**config.mk**
```make
export PLATFORM = sky130hd
export DESIGN_NAME = time_bcd_conv
export DESIGN_NICKNAME = d
export VERILOG_FILES = /design/src/rtl/time_bcd_conv_pkg.sv /design/src/rtl/bcd_digit_adj.sv /design/src/rtl/time_bcd_conv.sv
export SDC_FILE = /design/constraint.sdc
export NUM_CORES = 1
export LEC_CHECK = 0
export CORE_ASPECT_RATIO = 1.2
export CORE_UTILIZATION = 45
export DETAILED_ROUTE_END_ITERATION = 10
export PLACE_DENSITY = 0.67
export SYNTH_ARGS = -nofsm -noshare
export SYNTH_HDL_FRONTEND = slang
export SYNTH_SLANG_ARGS = --single-unit
```
**constraint.sdc**
```tcl
create_clock -name clk -period 3.6 [get_ports clk]
set_input_delay 0.36 -clock clk [delete_from_list [all_inputs] [get_ports clk]]
set_output_delay 0.36 -clock clk [all_outputs]
set_load 0.02 [all_outputs]
```
**src/rtl/time_bcd_conv_pkg.sv**
```systemverilog
// Shared types and constants for the toaster display BCD conversion path.
package toaster_pkg;

  typedef enum logic [1:0] {IDLE, SHIFT, DONE} bcd_state_t;

  typedef logic [3:0] bcd_digit_t;

  localparam bcd_digit_t BCD_ADJ_THRESH = 4'd5;

endpackage

```
**src/rtl/bcd_digit_adj.sv**
```systemverilog
// Double-dabble digit correction: a digit of 5 or more gets +3 before the next shift.
module bcd_digit_adj
  import toaster_pkg::*;
(
  input  bcd_digit_t digit,
  output bcd_digit_t adj
);

  always_comb begin
    adj = digit;
    if (digit >= BCD_ADJ_THRESH) adj = digit + 4'd3;
  end

endmodule

```
**src/rtl/time_bcd_conv.sv**
```systemverilog
// Sequential binary-to-BCD converter (shift-and-add-3, one bit per clock) with
// saturation to all-9s; the display result is held until the next complete conversion.
module time_bcd_conv
  import toaster_pkg::*;
#(
  parameter int unsigned BIN_W  = 10,
  parameter int unsigned DIGITS = 3
) (
  input  logic                  clk,
  input  logic                  reset,
  input  logic [BIN_W-1:0]      bin_in,
  input  logic                  load,
  output logic                  busy,
  output logic [4*DIGITS-1:0]   bcd_out,
  output logic                  valid,
  output logic                  ovf
);

  localparam int unsigned BCD_W = 4 * DIGITS;
  localparam int unsigned MAX   = 10**DIGITS - 1;
  localparam int unsigned CNT_W = $clog2(BIN_W + 1);

  if (BIN_W > 4 * DIGITS + 3) begin : g_width_check
    $error("time_bcd_conv: BIN_W too wide for DIGITS");
  end

  bcd_state_t         state, state_nxt;
  logic [BIN_W-1:0]   bin_q;
  logic [BCD_W-1:0]   scratch;
  logic [BCD_W-1:0]   scratch_adj;
  logic [CNT_W-1:0]   cnt;
  logic               ovf_q;

  for (genvar i = 0; i < DIGITS; i++) begin : g_adj
    bcd_digit_adj u_adj (
      .digit (scratch[4*i +: 4]),
      .adj   (scratch_adj[4*i +: 4])
    );
  end

  // Saturation keeps the value below 10**DIGITS, so the adjusted top bit is always shifted out as 0.
  logic unused_adj_msb;
  assign unused_adj_msb = scratch_adj[BCD_W-1];

  always_ff @(posedge clk or posedge reset) begin
    if (reset) state <= IDLE;
    else       state <= state_nxt;
  end

  always_comb begin
    state_nxt = state;
    case (state)
      IDLE:    if (load) state_nxt = SHIFT;
      SHIFT:   if (cnt == CNT_W'(1)) state_nxt = DONE;
      DONE:    state_nxt = IDLE;
      default: state_nxt = IDLE;
    endcase
  end

  always_ff @(posedge clk or posedge reset) begin
    if (reset) begin
      bin_q   <= '0;
      scratch <= '0;
      cnt     <= '0;
      ovf_q   <= 1'b0;
      busy    <= 1'b0;
      bcd_out <= '0;
      valid   <= 1'b0;
      ovf     <= 1'b0;
    end else begin
      valid <= 1'b0;
      case (state)
        IDLE: begin
          if (load) begin
            if (32'(bin_in) > MAX) begin
              bin_q <= BIN_W'(MAX);
              ovf_q <= 1'b1;
            end else begin
              bin_q <= bin_in;
              ovf_q <= 1'b0;
            end
            scratch <= '0;
            cnt     <= CNT_W'(BIN_W);
            busy    <= 1'b1;
          end
        end
        SHIFT: begin
          scratch <= {scratch_adj[BCD_W-2:0], bin_q[BIN_W-1]};
          bin_q   <= bin_q << 1;
          cnt     <= cnt - CNT_W'(1);
        end
        DONE: begin
          bcd_out <= scratch;
          ovf     <= ovf_q;
          valid   <= 1'b1;
          busy    <= 1'b0;
        end
        default: ;
      endcase
    end
  end

endmodule
```
# After elaboration in Yosys (flattened, before gate mapping)
# Cells that the tools add are included.
totals:
  wordCells: 46
  register_bits: 44
  output_inout_bits: 15
  input_bits: 13
op_classes:
  magnitude_cmp: 4
  add_sub_neg: 4
  n_eq_ne: 5
  n_mux: 17
  reduce_logical: 7
op_table:
  columns: ["operator", "count"]
  rows:
  - ["one-hot mux 12 bit (2 select lines)", 1]
  - ["two-way mux 10 bit", 2]
  - ["one-hot mux 10 bit (2 select lines)", 1]
  - [">= comparator 4 x 3 -> 1 bit (second input constant)", 3]
  - ["two-way mux 12 bit", 1]
  - ["two-way mux 4 bit", 3]
  - ["greater-than comparator 10 bit (second input constant)", 1]
  - ["adder 4 x 2 -> 4 bit (second input constant)", 2]
  - ["one-hot mux 4 bit (2 select lines)", 1]
  - ["AND reduction 2 bit", 4]
  - ["equality test 4 x 1 -> 1 bit (second input constant)", 1]
  - ["two-way mux 2 bit", 2]
  - ["!= test 2 bit (second input constant)", 2]
  - ["one-hot mux 2 bit (2 select lines)", 1]
  - ["nonzero test 2 bit", 2]
  - ["subtractor 4 x 1 -> 4 bit (second input constant)", 1]
  - ["adder 3 x 2 -> 3 bit (second input constant)", 1]
  - ["two-way mux 1 bit", 3]
  - ["two-way mux 3 bit", 1]
  - ["equality test 2 x 1 -> 1 bit (second input constant)", 1]
  - ["equality test 2 bit (second input constant)", 1]
  - ["zero test 2 bit", 1]
  - ["one-hot mux 1 bit (2 select lines)", 1]

# Longest topological paths before layout
# Gate-level depths: netlist (run 1).
depth:
  word_depth: 4
  mapped_depth: 7
  depth_no_buf: 6

# Modules after synthesis
# A second synthesis (run 1) with hierarchy kept.
unflattened:
  hier_cells: 192
  hier_area_um2: 2165.8
by_module_without_submodules:
  columns: ["module", "seq_area_each_um2", "cells_per_inst", "area_per_inst_um2", "n_inst"]
  rows:
  - ["time_bcd_conv", 1101.1, 144, 1861.8, 1]
  - ["bcd_digit_adj", 0.0, 16, 101.3, 3]

# Least setup slack after synthesis (run 1)
# Ideal clock, no wire load.
synth_path:
  path_type: "register to register"
  startpoint: "register scratch[4]"
  endpoint: "register scratch[6]"
  stages_incl_launch_ff: 7
  setup_time_ns: 0.082
  synth_period_minus_slack_ns: 1.491
  setup_slack_ns: 2.109
  required_ns: 3.518
  n_path_buf: 0
  arrival_ns: 1.409
  cell_sequence: "dfrtp_1 -> inv_1 -> ha_1 -> nand2b_1 -> a21oi_1 -> mux2_2 -> o22ai_1"
synth_between:
  elab_chain_len: 3
  word_cells_on_any_way: 4
  classes_between: "add/sub: 1; order compare: 1; mux: 2"
synth_rtl:
  columns: ["item", "line", "rtl"]
  rows:
  - ["start, declared", "time_bcd_conv.sv:29", "logic [BCD_W-1:0] scratch;"]
  - ["start signal, assigned", "time_bcd_conv.sv:88", "scratch <= {scratch_adj[BCD_W-2:0], bin_q[BIN_W-1]};"]
  - ["adder 4 x 2 -> 4 bit / >= comparator 4 x 3 -> 1 bit (equally long branches)", "bcd_digit_adj.sv:11", "if (digit >= BCD_ADJ_THRESH) adj = digit + 4'd3;"]
  - ["two-way mux 4 bit *", "bcd_digit_adj.sv:11", null]
  - ["one-hot mux 12 bit (2 select lines) *", "time_bcd_conv.sv:72", "case (state)"]
# Mark *: on every way between the ends. The rest lies on a longest branch, timed or not.
# A chain may end at the register's enable or synchronous reset.

# Worst setup path after layout (run 1)
layout_path:
  startpoint: "register state[0]"
  endpoint: "register cnt[3]"
layout_between:
  elab_chain_len: 3
  word_cells_on_any_way: 6
  classes_between: "eq/ne: 2; mux: 1; reduce/logical: 3"
layout_rtl:
  columns: ["item", "line", "rtl"]
  rows:
  - ["start, declared", "time_bcd_conv.sv:27", "bcd_state_t state, state_nxt;"]
  - ["start signal, assigned", "time_bcd_conv.sv:47", "else state <= state_nxt;"]
  - ["equality test 2 x 1 -> 1 bit / zero test 2 bit (equally long branches)", "time_bcd_conv.sv:72", null]
  - ["nonzero test 2 bit (no source line) / != test 2 bit (equally long branches)", null, null]
  - ["AND reduction 2 bit (no source line)", null, null]
  - ["end signal, assigned", "time_bcd_conv.sv:83", "cnt <= CNT_W'(BIN_W);"]
  - ["end signal, assigned", "time_bcd_conv.sv:90", "cnt <= cnt - CNT_W'(1);"]
  - ["end, declared", "time_bcd_conv.sv:31", "logic [CNT_W-1:0] cnt;"]
# Parallel ways exist; a longest one is shown, timed or not.

==> out/results.ini, run 1 <==
[synth]
synth_ff_type=dfrtp_1
synth.net_count=220
ys_seq_area_frac=0.529
ys_seq_elements=44
synth_edf_count=0
yosys_warnings=0
synth.avg_cell_area_um2=10.5
synth_cells=199
synth.distinct_cells=34
synth_area_um2=2080
synthArstFlopShare=1.00

[sta]
hold_violations=0
setup_viol=0
final.setup.tns_ns=0
rsz0062_at_grt=false
relSlewSlack=0.490
max_freq_mhz=567
drv_slew=0
post-route-min-period_ns=1.76
finalCritPeriodShare=0.490
finClkSkew_ns=0.00518
hold-worst-slack_ns=0.478
tightest_slew_ns=0.764

[finish]
area_growth_pct=17.7
diodes=0
fill_cells=411
instances_no_fill=280
regArea_um2=1100
num-nets-final=245
multi_input_area_um2=866
layout-drive-gt1-share=0.0982

[flow_run]
drv_cap=0

[global_route]
grt.overflow.total=0
grt_pass1_wl_mm=6.92
grt_pass1_vias=1483
antenna_found_initial=0
track_usage=0.183
grt_max_degree=45

[routing]
wl_per_cell_um=13.8
vias=1454
postRouteWirelength_mm=3.85
postRouteAntennaNets=0
drt_iter0_markers=41
drt_pre_antenna_iters=4
drc_errors=0
via_per_inst=5.19

[setup_path]
end_kind=flip-flop
crit_fanout=17
max_stage_delay_ns=0.71
crit_arrival_ns=1.99
cp_slowest_cell=dfrtp_1
startpoint_type=flip-flop
required_ns=3.82
path_buf_inv=0
critical_path.top_delay_family=simple AND/OR/NAND/NOR gates
critPathKind=reg -> reg
worstPathCellList=nand2b_1 > nor4_2 > nor3_1 > a21oi_1

[power]
total_power_mw=1.99
p_leak_nw=1.10
vdd_ir_drop_max_v=0.000362
p_per_area_nw_per_um2=810

[place]
dp_cells=273
gp_congestion=0.722
port_buffers=27
dpl.hpwl_mm=2.63

[floorplan]
initial_core_util=0.478
die_h_um=76.5
std_cell_rows=26
die_area_um2=4910
core_um2=4360
ios=28
die_w_um=64.1

[clocking]
cts.reportedPaths.clkPinSlew_ns=0.08
cts-buffers-inserted=5
clock-root-buffer=clkbuf_8
post_cts_buffers=0
clkLatencyLatePin_ns=0.29
cts_sinks=44
holdBufCountCts=0
cts-resized-gates=0
clockBufferDepth=2
htreeDepth=2
cts_tree=done

[run_status]
status=complete, no violations

[min_path]
hold_path_class=reg -> reg

==> worst paths after layout <==
check	from	endpoint	slack [ns]	cells after the start
setup reg to reg	state[0]	cnt[3]	1.84	4
hold / removal	bcd_out[5]	bcd_out[5]	0.48	2
max in group asynchronous	reset	scratch[1]	2.72	3
min in group asynchronous	reset	bin_q[6]	0.51	3
setup / recovery	state[0]	cnt[3]	1.84	4
hold reg to reg	bcd_out[5]	bcd_out[5]	0.48	2
==> per-stage QoR <==
step           utilization  worst slack, ns  cell area, um^2
4_1_cts              0.563             1.81             2450
2_1_floorplan            -             2.11             2080
3_5_place_dp         0.540             1.83             2360
6_report             0.563             1.84             2450
3_3_place_gp         0.540             1.84             2360
5_1_grt              0.563             1.62             2450
==> cells by family after synthesis <==
family          Yosys count  share of synthesized area
simple gates             58                      0.139
compound gates           56                      0.167
fa+ha+maj                 8                     0.0480
xor+xnor                  3                     0.0126
mux                       9                     0.0486
flops                    44                      0.529
buf+inv                  21                     0.0559
==> metal layers <==
layer	up-vias	GRT usage	routed length, um	share of wire
li1	741	-	-	-
met5	-	0	0	0
met2	31	0.306	1890	0.49
met4	0	0.0733	66	0.017
met3	5	0.0314	117	0.030
met1	677	0.232	1780	0.46
==> cell type report <==
type | instances | area share
multi-input combinational | 134 | 0.353
tap | 56 | 0.0286
clock buffer | 7 | 0.0393
sequential | 44 | 0.449
timing repair buffer | 28 | 0.113
inverter | 11 | 0.0168
==> worst register-to-register path, cell delays in order (launching register included) <==
cell      delay [ns]
dfrtp_1         0.71
nand2b_1        0.47
nor4_2          0.32
nor3_1          0.08
a21oi_1         0.12
==> registers in the layout, indices dropped and copies added (netlist names) <==
register / flops
ovf_q: 1
scratch: 12
bin_q: 10
bcd_out: 12
valid: 1
ovf: 1
busy: 1
cnt: 4
state: 2
==> power breakdown <==
part / switching, mW / leakage [nW] / internal [mW]
clock: 0.156 / 0.0503 / 0.171
combinational: 0.413 / 0.483 / 0.401
sequential: 0.160 / 0.568 / 0.686
total: 0.728 / 1.10 / 1.26
==> layout by cell type (no fill, tap or decap), types with 2 or more instances in the layout <==
cell type,netlist,routed
nor2_1,6,6
o21ai_1,2,2
clkbuf_8,0,7
dfrtp_1,44,44
mux2_2,9,9
o211ai_1,2,2
nor3b_1,2,2
inv_1,11,11
and3_1,2,2
nand2b_1,4,4
a22o_1,4,4
ha_1,8,8
a21oi_1,7,7
o21ai_0,22,22
o22ai_1,6,6
a22oi_1,9,9
clkdlybuf4s50_1,0,27
xnor2_1,3,3
nand3_1,2,2
nand2_1,34,34
==> cells in the mapped netlist (all sizes together) (4+ instances only) <==
library cell	n	area (um^2)
a21oi	7	35.0
a22o	4	35.0
a22oi	9	67.6
buf	9	71.3
dfrtp	44	1100
ha	8	100
inv	11	41.3
mux2	9	101
nand2	34	128
nand2b	5	38.8
nor2	6	22.5
o21ai	24	120
o22ai	6	37.5
Power figures use the tool's default switching activity.
==> run 2, diff against run 1 <==
--- a/config.mk
+++ b/config.mk
@@ -8,7 +8,7 @@
 export CORE_ASPECT_RATIO = 1.2
 export CORE_UTILIZATION = 45
 export DETAILED_ROUTE_END_ITERATION = 10
-export PLACE_DENSITY = 0.67
+export PLACE_DENSITY = 0.7
 export SYNTH_ARGS = -nofsm -noshare
 export SYNTH_HDL_FRONTEND = slang
 export SYNTH_SLANG_ARGS = --single-unit
==> constraint.sdc (replaced) <==
create_clock -name clk -period 1.4 [get_ports clk]
set_input_delay 0.14 -clock clk [delete_from_list [all_inputs] [get_ports clk]]
set_output_delay 0.14 -clock clk [all_outputs]
set_load 0.02 [all_outputs]
==> out/results.ini, run 2 (synthesis results as in run 1) <==
[run_status]
status=finished with violations
violations=negative setup slack

[setup_path]
startpoint_type=flip-flop
cp_slowest_cell=dfrtp_1
end_kind=flip-flop
crit_arrival_ns=1.65  ; -0.34 ns
critical_path.top_delay_family=flip-flops
critPathKind=reg -> reg
crit_fanout=3  ; -14
required_ns=1.64  ; -2.18 ns
max_stage_delay_ns=0.39  ; -0.32 ns
path_buf_inv=1  ; +1
worstPathCellList=inv_2 > ha_4 > nand2b_4 > a21oi_4 > mux2_4 > o22ai_2

[finish]
final_cell_mix=dfrtp_1, nand2_1, buf_4
fill_cells=363  ; -12%
diodes=0  ; unchanged
area_growth_pct=37.8
reg_top3=bcd_out x12, scratch x12, bin_q x10
final_core_util=0.659  ; +0.0962
final_common_cell=dfrtp_1
layout-drive-gt1-share=0.285  ; +0.186
num-nets-final=273  ; +11%

[floorplan]
die_h_um=76.5  ; unchanged
core_um2=4360  ; unchanged
ios=28  ; unchanged
die_area_um2=4910  ; unchanged
std_cell_rows=26  ; unchanged
die_w_um=64.1  ; unchanged
initial_core_util=0.478  ; unchanged

[sta]
max_freq_mhz=707  ; +25%
worst_slack_ns=-0.0152  ; -1.85 ns
drv_slew=0  ; unchanged
setup_viol=1  ; +1
rsz0062_at_grt=true
finalCritPeriodShare=1.01  ; +0.521
finClkSkew_ns=0.0105  ; +0.00532 ns
final.setup.tns_ns=-0.0152  ; -0.0152 ns
post-route-min-period_ns=1.42  ; -0.348 ns
relSlewSlack=0.777  ; +0.287
hold_violations=0  ; unchanged
tightest_slew_ns=0.335  ; -0.429 ns

[clocking]
cts.reportedPaths.clkPinSlew_ns=0.09  ; about the same
clock-root-buffer=clkbuf_8
htreeDepth=2  ; unchanged
clkLatencyLatePin_ns=0.31  ; +0.02 ns
cts_sinks=44  ; unchanged
clockBufferDepth=2  ; unchanged
cts_tree=done
cts-buffers-inserted=5  ; unchanged

[routing]
drt_iter0_markers=38  ; -7.3%
via_per_inst=5.19  ; about the same
drt_pre_antenna_iters=4  ; unchanged
postRouteWirelength_mm=4.28  ; +11%
drc_errors=0  ; unchanged
wl_per_cell_um=13.8  ; +0.59%
postRouteAntennaNets=0  ; unchanged
vias=1604  ; +10%

[power]
vdd_ir_drop_max_v=0.00101  ; +180%
p_leak_nw=1.42  ; +29%
p_per_area_nw_per_um2=2200  ; +170%

[flow_run]
drv_cap=0  ; unchanged

[place]
dpl.hpwl_mm=2.95  ; +12%
gp_congestion=0.785  ; +8.7%
port_buffers=27  ; unchanged
dp_slack_ns=-0.0425  ; -1.87 ns

[global_route]
grt_pass1_wl_mm=7.67  ; +11%
grt_max_degree=45  ; unchanged
grt_pass1_vias=1649  ; +11%
track_usage=0.201  ; +0.0183
antenna_found_initial=0  ; unchanged
grt.overflow.total=0  ; unchanged

[min_path]
hold_path_class=in -> async

==> run 2: changes by cell type in the layout (fill, tap and decap cells not counted), sizes merged <==
cell,before,now
buf,1,29
clkdlybuf4s50,27,12
dlygate4sd2,0,10
dlymetal6s2s,0,5
bufinv,0,1
==> run 2: final cells by class <==
type	count	area (um^2)	share of cell area
tap	56	70.1	0.0244
timing repair buffer	56	526	0.183
inverter	11	41.3	0.0144
clock buffer	7	96.3	0.0336
clock inverter	1	30.0	0.0105
sequential	44	1100	0.383
multi-input combinational	134	1010	0.351
==> run 2: final timing paths <==
check                      startpoint           to  slack (ns)  cells past startpoint
max in group asynchronous       reset   scratch[1]        1.00                      3
setup / recovery           scratch[5]   scratch[6]       -0.02                      6
setup reg to reg           scratch[5]   scratch[6]       -0.02                      6
hold / removal                  reset  bcd_out[10]        0.19                      3
min in group clk            bin_in[3]     bin_q[3]        0.45                      3
hold reg to reg            bcd_out[4]   bcd_out[4]        0.48                      2
==> run 2: timing repair <==
| item | CTS | global route |
|---|---|---|
| hold buffers | 0 | 0 |
| buffers inserted | 1 | 1 |
| pin swaps | 1 | 2 |
| resized for setup | 23 | 8 |
| endpoints found under the setup margin | 13 | 19 |
==> run 2: worst reg2reg max path: cells and delay by family (launching register included) <==
kind / cells / cell delay, ns
buffers and inverters: 1 / 0.08
DFF: 1 / 0.39
and+or+nand+nor: 1 / 0.14
muxes: 1 / 0.31
AOI/OAI and AO/OA: 2 / 0.27
adders and majority gates: 1 / 0.15
==> run 2: power breakdown <==
part | switching [mW] | total, mW | internal, mW
combinational | 1.39 | 3.06 | 1.67
clock | 0.443 | 1.07 | 0.630
sequential | 0.425 | 2.19 | 1.76
total | 2.26 | 6.32 | 4.06
==> run 2: routing by layer <==
layer  up-vias  part of all wire  GRT usage
li1        796                 -          -
met1       773              0.46      0.249
met4         0             0.017     0.0756
met3         6             0.029     0.0464
met2        29              0.50      0.338
met5         -                 0          0
==> run 2: per-stage QoR <==
| step | total power [mW] | instances | hold slack (ns) | instance area (um^2) |
|---|---|---|---|---|
| 2_1_floorplan | 3.92 | 199 | 0.269 | 2150 |
| 3_3_place_gp | 4.95 | 299 | 0.461 | 2650 |
| 3_5_place_dp | 5.06 | 299 | 0.469 | 2650 |
| 4_1_cts | 6.28 | 308 | 0.198 | 2840 |
| 5_1_grt | 6.76 | 309 | 0.233 | 2870 |
| 6_report | 6.32 | 309 | 0.185 | 2870 |
